## config.mk

```make
export PLATFORM = sky130hd
export DESIGN_NAME = tlul_tsens_poller
export DESIGN_NICKNAME = d
export VERILOG_FILES = /design/src/rtl/tlul_tsens_poller.sv
export SDC_FILE = /design/constraint.sdc
export NUM_CORES = 1
export LEC_CHECK = 0
export CAP_MARGIN = 20
export CORE_AREA = 2 2 94 96
export DETAILED_ROUTE_END_ITERATION = 8
export DIE_AREA = 0 0 96 98
export PLACE_DENSITY = 0.82
export SLEW_MARGIN = 25
export SYNTH_ARGS = -nofsm -noshare
export SYNTH_HDL_FRONTEND = slang
export SYNTH_SLANG_ARGS = --single-unit
```

## constraint.sdc

```tcl
create_clock -name clk_i -period 2.8 [get_ports clk_i]
set_clock_uncertainty 0.2 [all_clocks]
set_input_delay 0.56 -clock clk_i [delete_from_list [all_inputs] [get_ports clk_i]]
set_output_delay 0.56 -clock clk_i [all_outputs]
set_load 0.03 [all_outputs]
```

## src/rtl/tlul_tsens_poller.sv

```systemverilog
// TL-UL host that runs one temperature-sensor conversion: enable, poll DONE, read DOUT, disable.
// Latency: each request takes one cycle from a_ready to the *_RSP state. Each DONE poll is followed by PollGap idle cycles.
// Backpressure: at most one request is outstanding. The request is held stable while a_ready=0. d_ready is always 1.
//
// Ports:
//   clk_i, rst_ni          clock and asynchronous active-low reset
//   tl_o / tl_i            TL-UL host request channel / device response channel
//   start_i, sensor_sel_i  start pulse and sensor index (sensor index is latched at start)
//   busy_o, done_o         sequence in progress / one-cycle completion pulse
//   err_o, result_o        status of the last sequence / last DOUT value read

package tlul_pkg;

   typedef enum logic [2:0] {
      PutFullData    = 3'h0,
      PutPartialData = 3'h1,
      Get            = 3'h4
   } tl_a_op_e;

   typedef enum logic [2:0] {
      AccessAck     = 3'h0,
      AccessAckData = 3'h1
   } tl_d_op_e;

   typedef struct packed {
      logic        a_valid;
      tl_a_op_e    a_opcode;
      logic [2:0]  a_param;
      logic [1:0]  a_size;
      logic [7:0]  a_source;
      logic [31:0] a_address;
      logic [3:0]  a_mask;
      logic [31:0] a_data;
      logic        d_ready;
   } tl_h2d_t;

   typedef struct packed {
      logic        d_valid;
      tl_d_op_e    d_opcode;
      logic [2:0]  d_param;
      logic [1:0]  d_size;
      logic [7:0]  d_source;
      logic        d_sink;
      logic [31:0] d_data;
      logic        d_error;
      logic        a_ready;
   } tl_d2h_t;

endpackage

module tlul_tsens_poller
   import tlul_pkg::*;
#(
   parameter logic [31:0] BaseAddr = 32'h0,
   parameter int unsigned SourceId = 0,
   parameter int unsigned MaxPolls = 255,
   parameter int unsigned PollGap  = 4
) (
   input  logic        clk_i,
   input  logic        rst_ni,
   output tl_h2d_t     tl_o,
   input  tl_d2h_t     tl_i,
   input  logic        start_i,
   input  logic [1:0]  sensor_sel_i,
   output logic        busy_o,
   output logic        done_o,
   output logic        err_o,
   output logic [23:0] result_o
);

   // The poll counter is one bit wider than needed for MaxPolls, so the incremented value never wraps.
   localparam int unsigned PCW = $clog2(MaxPolls + 2);
   localparam int unsigned GCW = (PollGap > 1) ? $clog2(PollGap) : 1;

   localparam logic [31:0] OffEnable = 32'h0000_000C;
   localparam logic [31:0] OffDout   = 32'h0000_0010;
   localparam logic [31:0] OffDone   = 32'h0000_0014;

   typedef enum logic [3:0] {
      IDLE,
      EN_REQ,
      EN_RSP,
      POLL_REQ,
      POLL_RSP,
      GAP,
      DATA_REQ,
      DATA_RSP,
      DIS_REQ,
      DIS_RSP
   } state_e;

   typedef struct packed {
      logic        vld;
      tl_a_op_e    op;
      logic [31:0] addr;
      logic [31:0] data;
   } req_t;

   // Request fields for a *_REQ state. They are registered on entry, so they stay
   // constant for as long as the slave holds a_ready low.
   function automatic req_t mk_req(input state_e st, input logic [1:0] sel);
      req_t        r;
      logic [31:0] sel_off;
      sel_off = {27'd0, sel, 3'd0};
      r = '0;
      case (st)
         EN_REQ: begin
            r.vld  = 1'b1;
            r.op   = PutFullData;
            r.addr = BaseAddr + OffEnable;
            r.data = 32'd1;
         end
         DIS_REQ: begin
            r.vld  = 1'b1;
            r.op   = PutFullData;
            r.addr = BaseAddr + OffEnable;
            r.data = 32'd0;
         end
         POLL_REQ: begin
            r.vld  = 1'b1;
            r.op   = Get;
            r.addr = BaseAddr + OffDone + sel_off;
         end
         DATA_REQ: begin
            r.vld  = 1'b1;
            r.op   = Get;
            r.addr = BaseAddr + OffDout + sel_off;
         end
         default: r = '0;
      endcase
      return r;
   endfunction

   function automatic state_e rsp_of(input state_e st);
      case (st)
         EN_REQ:   return EN_RSP;
         POLL_REQ: return POLL_RSP;
         DATA_REQ: return DATA_RSP;
         default:  return DIS_RSP;
      endcase
   endfunction

   state_e           r_state;
   req_t             r_req;
   logic [1:0]       r_sel;
   logic [PCW-1:0]   r_poll_cnt;
   logic [GCW-1:0]   r_gap_cnt;
   logic             r_busy;
   logic             r_done;
   logic             r_err;
   logic [23:0]      r_result;

   logic [PCW-1:0]   w_poll_nxt;
   logic             w_poll_limit;
   logic             w_gap_last;
   logic             w_unused_d;

   assign w_poll_nxt   = r_poll_cnt + PCW'(1);
   assign w_poll_limit = (w_poll_nxt >= PCW'(MaxPolls));
   // GAP is never entered when PollGap is 0, so the wrapped constant in that case does not matter.
   assign w_gap_last   = (r_gap_cnt == GCW'(PollGap - 1));

   assign w_unused_d = ^{tl_i.d_opcode, tl_i.d_param, tl_i.d_size, tl_i.d_source,
                         tl_i.d_sink, tl_i.d_data[31:24]};

   always_ff @(posedge clk_i or negedge rst_ni) begin
      if (!rst_ni) begin
         r_state    <= IDLE;
         r_req      <= '0;
         r_sel      <= '0;
         r_poll_cnt <= '0;
         r_gap_cnt  <= '0;
         r_busy     <= 1'b0;
         r_done     <= 1'b0;
         r_err      <= 1'b0;
         r_result   <= '0;
      end else begin
         r_done <= 1'b0;
         unique case (r_state)
            IDLE: begin
               if (start_i) begin
                  r_sel      <= sensor_sel_i;
                  r_err      <= 1'b0;
                  r_poll_cnt <= '0;
                  r_gap_cnt  <= '0;
                  r_busy     <= 1'b1;
                  r_state    <= EN_REQ;
                  r_req      <= mk_req(EN_REQ, sensor_sel_i);
               end
            end

            EN_REQ, POLL_REQ, DATA_REQ, DIS_REQ: begin
               if (tl_i.a_ready) begin
                  r_req.vld <= 1'b0;
                  r_state   <= rsp_of(r_state);
               end
            end

            EN_RSP: begin
               if (tl_i.d_valid) begin
                  if (tl_i.d_error) begin
                     r_err   <= 1'b1;
                     r_state <= DIS_REQ;
                     r_req   <= mk_req(DIS_REQ, r_sel);
                  end else begin
                     r_state <= POLL_REQ;
                     r_req   <= mk_req(POLL_REQ, r_sel);
                  end
               end
            end

            POLL_RSP: begin
               if (tl_i.d_valid) begin
                  if (tl_i.d_error) begin
                     r_err   <= 1'b1;
                     r_state <= DIS_REQ;
                     r_req   <= mk_req(DIS_REQ, r_sel);
                  end else if (tl_i.d_data[0]) begin
                     r_state <= DATA_REQ;
                     r_req   <= mk_req(DATA_REQ, r_sel);
                  end else begin
                     r_poll_cnt <= w_poll_nxt;
                     if (w_poll_limit) begin
                        r_err   <= 1'b1;
                        r_state <= DIS_REQ;
                        r_req   <= mk_req(DIS_REQ, r_sel);
                     end else if (PollGap == 0) begin
                        r_state <= POLL_REQ;
                        r_req   <= mk_req(POLL_REQ, r_sel);
                     end else begin
                        r_gap_cnt <= '0;
                        r_state   <= GAP;
                     end
                  end
               end
            end

            GAP: begin
               if (w_gap_last) begin
                  r_state <= POLL_REQ;
                  r_req   <= mk_req(POLL_REQ, r_sel);
               end else begin
                  r_gap_cnt <= r_gap_cnt + GCW'(1);
               end
            end

            DATA_RSP: begin
               if (tl_i.d_valid) begin
                  if (tl_i.d_error) begin
                     r_err <= 1'b1;
                  end else begin
                     r_result <= tl_i.d_data[23:0];
                  end
                  r_state <= DIS_REQ;
                  r_req   <= mk_req(DIS_REQ, r_sel);
               end
            end

            DIS_RSP: begin
               if (tl_i.d_valid) begin
                  if (tl_i.d_error) begin
                     r_err <= 1'b1;
                  end
                  r_done  <= 1'b1;
                  r_busy  <= 1'b0;
                  r_state <= IDLE;
               end
            end

            default: begin
               r_state <= IDLE;
               r_req   <= '0;
               r_busy  <= 1'b0;
            end
         endcase
      end
   end

   always_comb begin
      tl_o           = '0;
      tl_o.a_valid   = r_req.vld;
      tl_o.a_opcode  = r_req.op;
      tl_o.a_param   = 3'd0;
      tl_o.a_size    = 2'd2;
      tl_o.a_source  = 8'(SourceId);
      tl_o.a_address = r_req.addr;
      tl_o.a_mask    = 4'hF;
      tl_o.a_data    = r_req.data;
      tl_o.d_ready   = 1'b1;
   end

   assign busy_o   = r_busy;
   assign done_o   = r_done;
   assign err_o    = r_err;
   assign result_o = r_result;

endmodule

```

==> results.md <==
* Antenna Cells at 0
* Root Buffer: clkbuf_8
* 1st-iter DRT viols at about 140
* Total core area at 0.00847 mm²
* Clock sinks at a little over 50
* Fmax at approximately 390 MHz
* GR Overflow Total at 0
* Share of layout cells above drive strength 1 at 0.151
* Placed Instances at 510
* Hold-fix buffers, CTS at 0
* H-tree level count at 2
* Port bufs at 65
* Largest net degree at the start of global routing at 39
* Vias at about 2500
* RSZ-0062 raised after global routing: false
* Post-Place Worst Slack at 20.4 ps
* Hold WC Path Type: primary input to async pin
* Gate Count Post-Synth at between 300 and 400
* Final setup TNS at 0 ps
* PD cells at 875 mW/mm²
* Cell Count, Final, Fillers Out at 518
* Setup violators final at 0
* Post-cts sizing count at 0
* Fin crit period at ~2500 ps
* Placed Area at 0.00379 mm²
* Highest routed layer: met4
* Predominant post-synthesis flop cell: dfrtp_1
* CTS tree: built
* Area growth, synth to finish at 17.8%
* Crit Path Max Fanout at 7
* Max Slew Vio Count at 0
* Max_cap viols at 0
* All-layer global routing usage at 0.138
* Crit Path Class: flop to flop
* CP endpoint kind: flop
* Initial Utilization at 0.388
* Die footprint at roughly 0.0094 mm²
* Nets at about 470
* Reg clk slew, reported paths at 90 ps
* Max VDD drop at approximately 470 µV
* CP Data Required Time at approximately 2800 ps
* Status: finished clean
* Final Hold Fails at 0
* Util after Layout at 0.457
* Detail Placement HPWL at 4860 µm
* Post-synth EDFFs at 0
* Horiz. Die Dim at around 96 µm
* Sequential cell area fraction in the yosys report at 0.388
* DR WL met2 at ~3200 µm
* Routed vias/inst at ~4.7
* Top Ports at 170
* Slew headroom at 0.446
* Library cells used by synthesis at 55
* Pleak at roughly 1.8 nW
* Clk Latency, worst-skew pair at 300 ps
* Number of post-CTS setup repair buffers at 0
* Row count at 34
* Yosys warns at 0
* First-pass GRT wire length at around 11000 µm
* Chip height at just under 100 µm
* # DRC at 0
* Post-Syn Area per Cell at just under 10 µm²
* DRT antenna net count at 0
* Worst EP arrival at approximately 2500 ps
* Startpoint Class: flop
* Initial antenna violation count at 0
* Slew at the pin closest to its max-slew limit at approximately 830 ps
* Mapped Area at about 0.0033 mm²
* GP Congestion at ~0.84
* Clock buffer depth at 2
* WL met3 at 480 µm
* Period utilization at 0.909
* Routed WL at approximately 6400 µm
* DRT Pass-1 Iters at 4
* DRT met1 WL at ~2600 µm
* Number of register bits inferred by synthesis at between 50 and 60
* Post-route cell area at slightly below 0.004 mm²
* Final WS setup at about 250 ps
* # fillers at 792
* CTS Buf Count at 5
* Routed len/inst at between 10 and 15 µm
* Vias in the first global route at approximately 2300
* Asr flop ratio synth at 1.00
==> power by group <==
| group | leakage [nW] | switching [mW] | internal (mW) |
|---|---|---|---|
| Clock | 0.0422 | 0.240 | 0.176 |
| Sequential | 0.669 | 0.179 | 0.977 |
| Combinational | 1.04 | 1.05 | 0.769 |
==> cells in the final DEF (no fill, tap or decap), types with 7 or more instances in the layout <==
cell	Yosys	final
a21oi_1	9	9
buf_4	79	15
clkdlybuf4s50_1	0	64
conb_1	2	79
dfrtp_1	51	51
inv_1	13	13
mux2_2	30	30
nand2_1	21	21
nor2_1	16	16
nor3_1	7	7
o21ai_0	26	26
==> worst max-delay path, stage by stage, from the launching register on <==
cell and delay [ps]:
dfrtp_1 470, ha_1 310, nand3_1 180, nor3_1 250, xnor2_1 180, o41a_1 340
a21oi_1 140, a221o_1 360
==> registers in the layout, indices dropped and copies added, names as in the netlist <==
name	count
tl_o	7
done_o	1
r_gap_cnt	2
result_o	24
busy_o	1
r_state	4
r_poll_cnt	9
r_sel	2
err_o	1
==> cells in the mapped netlist (2+ instances only) <==
cell,count,share of area
nand3b_1,2,0.0046
mux2i_1,3,0.0091
nor2_1,16,0.018
buf_2,4,0.0061
o211ai_1,2,0.0046
xnor2_1,2,0.0053
o21ai_0,26,0.040
o31ai_1,4,0.0091
a21oi_1,9,0.014
nand3_1,4,0.0061
a211oi_1,5,0.011
nor2b_1,2,0.0038
dfrtp_1,51,0.39
mux2_2,30,0.10
buf_4,79,0.18
nand2_1,21,0.024
ha_1,3,0.011
inv_1,13,0.015
conb_1,2,0.0023
a31oi_1,3,0.0057
clkbuf_8,6,0.025
clkbuf_1,3,0.0034
a32oi_1,2,0.0053
nor4_2,2,0.0076
nand2b_1,3,0.0057
nor3_1,7,0.011
nand4_1,3,0.0057
and3_1,2,0.0038
==> cell families (layout without fill, tap and decap cells) <==
kind of cell | after synthesis | after routing | share of synthesized area
other cells | 2 | 79 | 0.00228
mux | 33 | 33 | 0.112
fa+ha+maj | 3 | 3 | 0.0114
flops | 51 | 51 | 0.388
compound gates | 67 | 67 | 0.136
xor+xnor | 3 | 3 | 0.00800
buf+inv | 105 | 102 | 0.230
simple gates | 72 | 72 | 0.113
==> per-layer routing <==
metal  GRT usage  vias up
li1            -     1157
met1       0.182     1190
met2       0.223       99
met3      0.0394        8
met4      0.0319        0
met5           0        -
==> cell type report <==
type	instances	area (µm²)	area share
clock buffer	7	76.3	0.0197
timing repair buffer	81	778	0.201
multi-input combinational	257	1550	0.401
sequential	51	1280	0.330
clock inverter	1	5.00	0.00129
inverter	13	48.8	0.0126
tap	108	135	0.0349
==> path summary, 6_finish.rpt <==
check / startpoint / endpoint / slack, ps / depth (start not counted)
min in group clk_i: err_o / err_o / 310 / 1
max in group asynchronous: rst_ni / result_o[7] / 1610 / 2
min reg2reg: err_o / err_o / 310 / 1
min: rst_ni / r_sel[1] / 150 / 1
max: r_poll_cnt[0] / r_gap_cnt[1] / 250 / 7
max reg2reg: r_poll_cnt[0] / r_gap_cnt[1] / 250 / 7
==> stage by stage <==
step / total power [mW] / hold slack [ps]
CTS: 3.41 / 197
global route: 3.60 / 227
floorplan: 2.45 / 64.4
detailed placement: 2.99 / 288
global placement: 2.95 / 283
finish: 3.39 / 151
Power figures use the tool's default switching activity.
==> RTL edit (same settings) <==
The parameter `PollGap` goes from 4 to 16.
--- a/src/rtl/tlul_tsens_poller.sv
+++ b/src/rtl/tlul_tsens_poller.sv
@@ -55,5 +55,5 @@
    parameter int unsigned SourceId = 0,
    parameter int unsigned MaxPolls = 255,
-   parameter int unsigned PollGap  = 4
+   parameter int unsigned PollGap  = 16
 ) (
    input  logic        clk_i,
Behaviour: same outputs for any inputs over 4 cycles, from zero or initial values and one cycle with rst_ni low; that may be too few to reach the edited logic, so the function may still have changed.
==> RTL edit against the original RTL <==
  * Final area is 5.4% higher
  * Highest routed layer unchanged
  * Power is 8.0% higher
  * Sequential cell count is 2 higher
  * Worst hold slack better by 0.16 ns
  * Setup slack worse by 0.11 ns
  * Critical endpoint is now tl_o[41]$_DFFE_PN0P_
  * Area after synthesis is 4.7% higher
  * Maximum frequency is 4.0% lower
  * Wire length is 10% higher
==> RTL edit: results (changes against the original RTL) <==
metric,value,unit,change
synth_area_leaders,"dfrtp_1 39%, buf_4 17%, mux2_2 8.8%",,
seq_area_frac_synth,38.5,%,-0.30 points
p_comb_share,52.4,%,-1.2 points
synth_xor_area_share,0.254,%,-0.54 points
grt_pass1_vias,2400,,+5.6%
worst_hold_path_type,flip-flop to flip-flop,,
vdd_drop_max,0.444,mV,-5.7%
yosys-mux-area-fraction,11.6,%,+0.44 points
outcome,"complete, no violations",,
switchingPower,1570,uW,+7.3%
power,3660,uW,+8.0%
totalWireLength,7010,um,+10%
nFillCells,785,,-0.88%
synthAdderAreaFrac,1.09,%,-0.051 points
dp_cells,524,,+2.7%
syn_area_per_cell,9.67,um^2,-1.2%
vias,2547,,+3.8%
worst_pin_slew,0.785,ns,-0.0463 ns
critPathMaxFanout,8,,+1
grtUsageTotal,15.3,%,+1.5 points
clkLatencyLatePin,0.32,ns,+0.02 ns
grt_pass1_wl,11500,um,+8.4%
nNetsFinal,484,,+3.2%
worstHoldPathCells,1,,
gp_congestion,0.895,,+6.4%
synth_common_cells,"79 x buf_4, 53 x dfrtp_1, 27 x mux2_2",,
vias_per_cell,4.78,,+0.87%
dp_hpwl,5280,um,+8.5%
drive_above_1_share,14.4,%,-0.77 points
synth-compound-area-share,11.8,%,-1.7 points
drtIter0Drc,94,,-34%
[RTL edit: changes by cell type in the layout (fill, tap and decap cells not counted), moves of 4 or more]
cell	delta
o21ai_0	-17
o21ai_1	+16
nor2b_1	+9
inv_1	-7
nor2_1	+6
a21o_1	+5
and3_1	+5
buf_4	-4
[RTL edit: worst max-delay path: stages, from the launching register on]
cell and delay (ns):
dfrtp_1 0.45, ha_1 0.29, and3b_1 0.25, nor4bb_1 0.30, or3_4 0.21, a31oi_4 0.11, nor3_4 0.40, mux2_4 0.33
[RTL edit: path summary, 6_finish.rpt]
check | from | endpoint | slack [ns]
worst min register to register | busy_o$_DFFE_PN0P_ | busy_o$_DFFE_PN0P_ | 0.31
worst min-delay path | busy_o$_DFFE_PN0P_ | busy_o$_DFFE_PN0P_ | 0.31
worst max register to register | r_poll_cnt[1]$_DFFE_PN0P_ | tl_o[41]$_DFFE_PN0P_ | 0.15
worst max-delay path | r_poll_cnt[1]$_DFFE_PN0P_ | tl_o[41]$_DFFE_PN0P_ | 0.15
max in group asynchronous | rst_ni | r_poll_cnt[3]$_DFFE_PN0P_ | 1.34
min in group asynchronous | rst_ni | r_gap_cnt[1]$_DFFE_PN0P_ | 0.46
[RTL edit: cells by family after synthesis]
kind of cell	after synthesis
AND/OR/NAND/NOR	101
buffers and inverters	100
AO/OA/AOI/OAI	61
flip-flops	53
multiplexers	35
adder cells (fa/ha/maj)	3
other	2
XOR/XNOR	1
[RTL edit: layout make-up]
class / count / area (um^2) / area share, %
sequential: 53 / 1330 / 32.5
multi-input combinational: 280 / 1720 / 42.2
timing repair buffer: 78 / 758 / 18.6
inverter: 6 / 22.5 / 0.552
clock buffer: 5 / 68.8 / 1.69
clock inverter: 3 / 47.5 / 1.17
tap: 108 / 135 / 3.31
[RTL edit: per-stage QoR]
step                      setup slack (ns)  cell area, um^2  hold WS [ns]
after floorplan                      0.364             3730        0.0644
after global placement              0.0922             3950         0.274
after detailed placement            0.0958             3950         0.279
after CTS                            0.150             4080         0.316
after global routing                0.0170             4080         0.333
final                                0.148             4080         0.307
[RTL edit: repair_timing]
item	4_1_cts	5_1_grt
setup endpoints to repair	0	3
gates resized for setup	0	1
hold endpoints to repair	12	0
hold buffers	1	0
[RTL edit: routing by layer]
layer | track usage, % | share of wire [%] | wire, um | vias up
met4 | 7.36 | 1.7 | 121 | 0
met2 | 25.6 | 52 | 3680 | 116
met3 | 2.62 | 6.8 | 478 | 11
met1 | 18.8 | 39 | 2740 | 1218
li1 | - | - | - | 1202
met5 | 0 | 0 | 0 | -
